## src/rtl/edge_detect_array.sv

```systemverilog
// -----------------------------------------------------------------------------
// edge_detect_array
//
// Multi-channel synchroniser, optional debouncer and edge detector for raw
// board inputs (buttons, switches, external strobes). Each channel yields a
// filtered level, a one-cycle event pulse for the selected edge type and a
// sticky pending flag. An OR of all pending flags drives the interrupt line.
//
// Configuration macro:
//   EDGE_DEBOUNCE_EN  defined   -> per-channel debounce counters; level
//                                  changes only after DB_CYCLES consecutive
//                                  cycles of a differing synchronised input.
//                     undefined -> no counters; level follows the
//                                  synchronised input every cycle and
//                                  DB_CYCLES is ignored.
//
// Parameters:
//   CH           number of independent channels (>= 1)
//   SYNC_STAGES  synchroniser depth (>= 2)
//   DB_CYCLES    stable cycles required before level changes (>= 1)
//
// Ports:
//   clk      in   1   system clock, rising edge
//   rst_n    in   1   asynchronous active-low reset
//   sig_in   in   CH  raw asynchronous inputs
//   mode     in   2   edge select: 00 none, 01 rise, 10 fall, 11 both
//   clr      in   CH  clear of pending, one bit per channel
//   level    out  CH  synchronised, filtered level
//   pulse    out  CH  one-cycle event strobe
//   pending  out  CH  sticky event flags
//   irq      out  1   OR of pending
// -----------------------------------------------------------------------------
module edge_detect_array #(
    parameter int CH          = 4,
    parameter int SYNC_STAGES = 2,
    parameter int DB_CYCLES   = 16
) (
    input  logic          clk,
    input  logic          rst_n,
    input  logic [CH-1:0] sig_in,
    input  logic [1:0]    mode,
    input  logic [CH-1:0] clr,
    output logic [CH-1:0] level,
    output logic [CH-1:0] pulse,
    output logic [CH-1:0] pending,
    output logic          irq
);

    if (CH < 1 || SYNC_STAGES < 2 || DB_CYCLES < 1) begin : g_bad_params
        $error("edge_detect_array: illegal parameter set");
    end

    logic [SYNC_STAGES-1:0][CH-1:0] r_sync;
    logic [CH-1:0]                  r_level;
    logic [CH-1:0]                  r_pulse;
    logic [CH-1:0]                  r_pending;

    logic [CH-1:0] w_sync;
    logic [CH-1:0] w_update;
    logic [CH-1:0] w_rise;
    logic [CH-1:0] w_fall;

    assign w_sync = r_sync[SYNC_STAGES-1];

    // Synchroniser chain: stage 0 samples the pins, the last stage is used.
    always_ff @(posedge clk or negedge rst_n) begin
        if (!rst_n) begin
            r_sync <= '0;
        end else begin
            r_sync <= {r_sync[SYNC_STAGES-2:0], sig_in};
        end
    end

`ifdef EDGE_DEBOUNCE_EN
    localparam int            CW     = $clog2(DB_CYCLES + 1);
    localparam logic [CW-1:0] C_LAST = CW'(DB_CYCLES - 1);

    logic [CH-1:0][CW-1:0] r_cnt;

    // The counter runs only while the synchronised input disagrees with the
    // filtered level; any agreement discards the partial count.
    always_ff @(posedge clk or negedge rst_n) begin
        if (!rst_n) begin
            r_cnt <= '0;
        end else begin
            for (int i = 0; i < CH; i++) begin
                if (w_sync[i] == r_level[i] || r_cnt[i] == C_LAST) begin
                    r_cnt[i] <= '0;
                end else begin
                    r_cnt[i] <= r_cnt[i] + 1'b1;
                end
            end
        end
    end

    always_comb begin
        w_update = '0;
        for (int i = 0; i < CH; i++) begin
            w_update[i] = (w_sync[i] != r_level[i]) && (r_cnt[i] == C_LAST);
        end
    end
`else
    assign w_update = w_sync ^ r_level;
`endif

    assign w_rise = w_update &  w_sync;
    assign w_fall = w_update & ~w_sync;

    // Level and pulse update on the same edge. A pulse present at an edge
    // sets pending even if clr is also asserted on that edge.
    always_ff @(posedge clk or negedge rst_n) begin
        if (!rst_n) begin
            r_level   <= '0;
            r_pulse   <= '0;
            r_pending <= '0;
        end else begin
            r_level   <= (r_level & ~w_update) | (w_sync & w_update);
            r_pulse   <= (w_rise & {CH{mode[0]}}) | (w_fall & {CH{mode[1]}});
            r_pending <= r_pulse | (r_pending & ~clr);
        end
    end

    assign level   = r_level;
    assign pulse   = r_pulse;
    assign pending = r_pending;
    assign irq     = |r_pending;

endmodule

```

## config.mk

```make
export PLATFORM = sky130hd
export DESIGN_NAME = edge_detect_array
export DESIGN_NICKNAME = d
export VERILOG_FILES = /design/src/rtl/edge_detect_array.sv
export SDC_FILE = /design/constraint.sdc
export NUM_CORES = 1
export LEC_CHECK = 0
export ABC_CLOCK_PERIOD_IN_PS = 1700
export CAP_MARGIN = 20
export CORE_MARGIN = 1
export CORE_UTILIZATION = 25
export CTS_CLUSTER_DIAMETER = 100
export DETAILED_ROUTE_END_ITERATION = 8
export GPL_ROUTABILITY_DRIVEN = 0
export SYNTH_ARGS = -nofsm -noshare
export SYNTH_HDL_FRONTEND = slang
export SYNTH_SLANG_ARGS = --single-unit
export TNS_END_PERCENT = 20
```

## constraint.sdc

```tcl
create_clock -name clk -period 1.7 [get_ports clk]
set_clock_uncertainty 0.1 [all_clocks]
set_input_delay 0.51 -clock clk [delete_from_list [all_inputs] [get_ports clk]]
set_output_delay 0.51 -clock clk [all_outputs]
set_load 0.1 [all_outputs]
```

; ---- Word-level counts from Yosys, hierarchy flattened
; Cells that the tools add are included.
[classes]
reduce_logical = 1
bitwise = 13
[ops]
columns = operator, count
row1 = $and 4x4->4, 6
row2 = $not 4->4, 3
row3 = $or 4x4->4, 3
row4 = $reduce_or 4->1, 1
row5 = $xor 4x4->4, 1
[totals]
reg_bits = 20
inputBits = 12
word_cells = 19
out_inout_bits = 13

; ---- Depth between registers and ports, before layout
; Gate-level depths: netlist of the first run.
[depth]
depth_word = 4
ltp_mapped = 2
mapped_depth_nobuf = 2

; ---- Worst setup path before layout of the first run
; No wires, ideal clock.
[synth_path]
kind = register to output
from = register r_pending[1], in the netlist pending[1]
to = output port irq
required_time_ns = 1.090
setup_slack_ns = -0.726
path_stages_with_launch = 2
arrival_time_ns = 1.816
n_path_buf = 0
cell_sequence = dfrtp_1 or4_1
[synth_between]
elab_chain_len = 1
[synth_lines]
columns = element, line_no
row1 = "start, declared", 56  ; logic [CH-1:0] r_pending;
row2 = "start signal, assigned", 119  ; r_pending <= r_pulse | (r_pending & ~clr);
row3 = $reduce_or 4->1, 126  ; assign irq = |r_pending;
row4 = "end, declared", 46  ; output logic irq
; Every way passes these cells.

; ---- Worst setup path in the final report of the first run
; Same ends and word-level chain as after synthesis.

==> results_dict.tcl, run 1 <==
set metrics [dict create \
    status "finished, violations left" \
    violations "setup timing" \
    die-area_um2 2740 \
    ios 25 \
    rows 17 \
    post-cts-setup-buffer-count 0 \
    setup_violations 1 \
    antenna_cells 0 \
    crit_fanout 2 \
    min_period_ns 2.04 \
    start_util 0.276 \
    clk_pin_slew_ns 0.11 \
    syn_nets 57 \
    die_w_um 52.4 \
    power.density_nw_per_um2 1130 \
    max_slew_margin 0.840 \
    antenna_left 0 \
    rsz0062_at_grt "yes" \
    cap_violations 0 \
    synth-seq-cells 20 \
    area_growth_pct 78.1 \
    grt_remaining_overflow 0 \
    slew_viol_final 0 \
    first_pass_iters 2 \
    final_cell_area_um2 1130 \
    cts_max_path_buffers 2 \
    vias 428 \
    synth-edff-count 0 \
    worstSetupPathType "reg -> out" \
    port_buffers 24 \
    drcViolationCount 0 \
    required_ns 1.09 \
    synth_area_leaders "dfrtp_1 (79%), nand3b_1 (4.7%), a21o_1 (3.6%)" \
    worst_pin_slew_ns 0.240 \
    yosysWarnings 0 \
    cts_tree "yes" \
    grtUsageTotal 0.101 \
    syn_avg_cell_area_um2 14.1 \
    cts-root-buf "clkbuf_4" \
    synth_top_area_share 0.789 \
    syn_inst 45 \
    synth.most_common_cell "dfrtp_1" \
    first_global_vias 459 \
    num-nets-final 87 \
    n_fill_cell 211 \
    hold_viol_final 0 \
    cp-end-kind "output pin" \
    drive_gt1_frac 0.378 \
    power.leakage_nw 0.528 \
    grt_max_degree 21 \
    yosysUniqueCellTypes 9 \
    ys.flop_type "dfrtp_1" \
    synth_top_area_cell "dfrtp_1" \
    antenna_found_initial 0 \
    worst_slack_ns -0.344 \
    clock_sinks 20 \
    placed_area_um2 1070 \
    drt_iter0_drc 1 \
    post-route-util 0.492 \
    clkLatencyLatePin_ns 0.28 \
    ir_drop_v 0.000668 \
    synthArstFlopShare 1.00 \
    wl_mm 1.12 \
    syn_area_um2 634 \
    cts_buffers 3 \
    arrival_ns 1.43 \
    critPathLaunchType "register" \
    via_per_inst 4.20 \
    yosysSeqAreaShare 0.789 \
    hold_class "reg -> reg" \
    htree_levels 1 \
    wl_per_cell_um 11.0 \
    die_h_um 52.4 \
    core_um2 2300 \
    fmax_ghz 0.489 \
    grt_pass1_wl_mm 1.96 \
    finalCritPeriodShare 1.20 \
]
==> through the flow <==
step                hold slack [ns]  setup TNS (ns)  setup slack (ns)  cells  power (mW)
floorplan                     0.114          -0.269            -0.269     45       0.741
global placement              0.232         -0.0854           -0.0854     98       0.914
detailed placement            0.237         -0.0938           -0.0938     98       0.920
CTS                           0.263          -0.363            -0.363    102        1.30
global route                  0.282          -0.430            -0.405    102        1.33
finish                        0.259          -0.344            -0.344    102        1.28
==> cell families after synthesis <==
group / share of synthesized area
AO/OA/AOI/OAI: 0.0809
flip-flops: 0.789
buffers and inverters: 0.0473
AND/OR/NAND/NOR: 0.0828
==> metal layers <==
metal,track usage,share of wire,wire length [um]
met4,0.0395,0,0
met1,0.102,0.35,395
met3,0.0290,0.083,93
met2,0.190,0.56,630
met5,0,0,0
==> final cells by class <==
type	instances	area (um2)	share of cell area
inverters	4	15.0	0.0133
flip-flops and latches	20	508	0.450
clock buffers	3	22.5	0.0199
multi-input cells	17	108	0.0952
clock inverters	1	30.0	0.0266
repair buffers	29	412	0.364
well taps	28	35.0	0.0310
==> power breakdown <==
| part | internal (mW) | total, mW | switching [mW] |
|---|---|---|---|
| registers | 0.510 | 0.534 | 0.0245 |
| logic | 0.147 | 0.374 | 0.227 |
| clock network | 0.238 | 0.369 | 0.131 |
| total | 0.894 | 1.28 | 0.383 |
==> path summary, 6_finish.rpt <==
| check | startpoint | endpoint | slack [ns] | depth (start not counted) |
|---|---|---|---|---|
| max | pending[1] | irq | -0.34 | 2 |
| min | r_sync[0] | w_sync[0] | 0.26 | 0 |
| max reg2reg | pending[2] | pending[2] | 0.74 | 2 |
| min reg2reg | r_sync[0] | w_sync[0] | 0.26 | 0 |
| max in group asynchronous | rst_n | pending[2] | 0.82 | 2 |
| min in group asynchronous | rst_n | pulse[2] | 0.46 | 2 |
==> critical path: stages, from the launching register on <==
cell	delay, ns
dfrtp_2	0.42
or4_4	0.55
buf_12	0.18
==> cells in the final DEF (no fill, tap or decap), drive strengths merged <==
cell / count
clkdlybuf4s50: 11
buf: 18
inv: 4
clkbuf: 3
o21ai: 4
dfrtp: 20
a21o: 4
nand3b: 4
bufinv: 1
nand2: 4
or4: 1
==> registers in the layout, indices dropped and copies added, names as in the netlist <==
| signal | cells |
|---|---|
| w_sync | 4 |
| level | 4 |
| pulse | 4 |
| pending | 4 |
| r_sync | 4 |
==> what timing repair did <==
action	CTS	global route
endpoints found under the hold margin	0	0
cloned	0	0
pin swaps	1	0
gates resized for setup	1	0
endpoints found under the setup margin	2	2
hold buffers	0	0
Power figures use the tool's default switching activity.
==> run 2, diff against run 1 <==
--- a/config.mk
+++ b/config.mk
@@ -6,7 +6,7 @@
 export NUM_CORES = 1
 export LEC_CHECK = 0
 export ABC_CLOCK_PERIOD_IN_PS = 1700
-export CAP_MARGIN = 20
+export CAP_MARGIN = 40
 export CORE_MARGIN = 1
 export CORE_UTILIZATION = 25
 export CTS_CLUSTER_DIAMETER = 100
==> results of run 2 <==
Same layout as run 1: the final DEF is identical, and so are final timing and power.
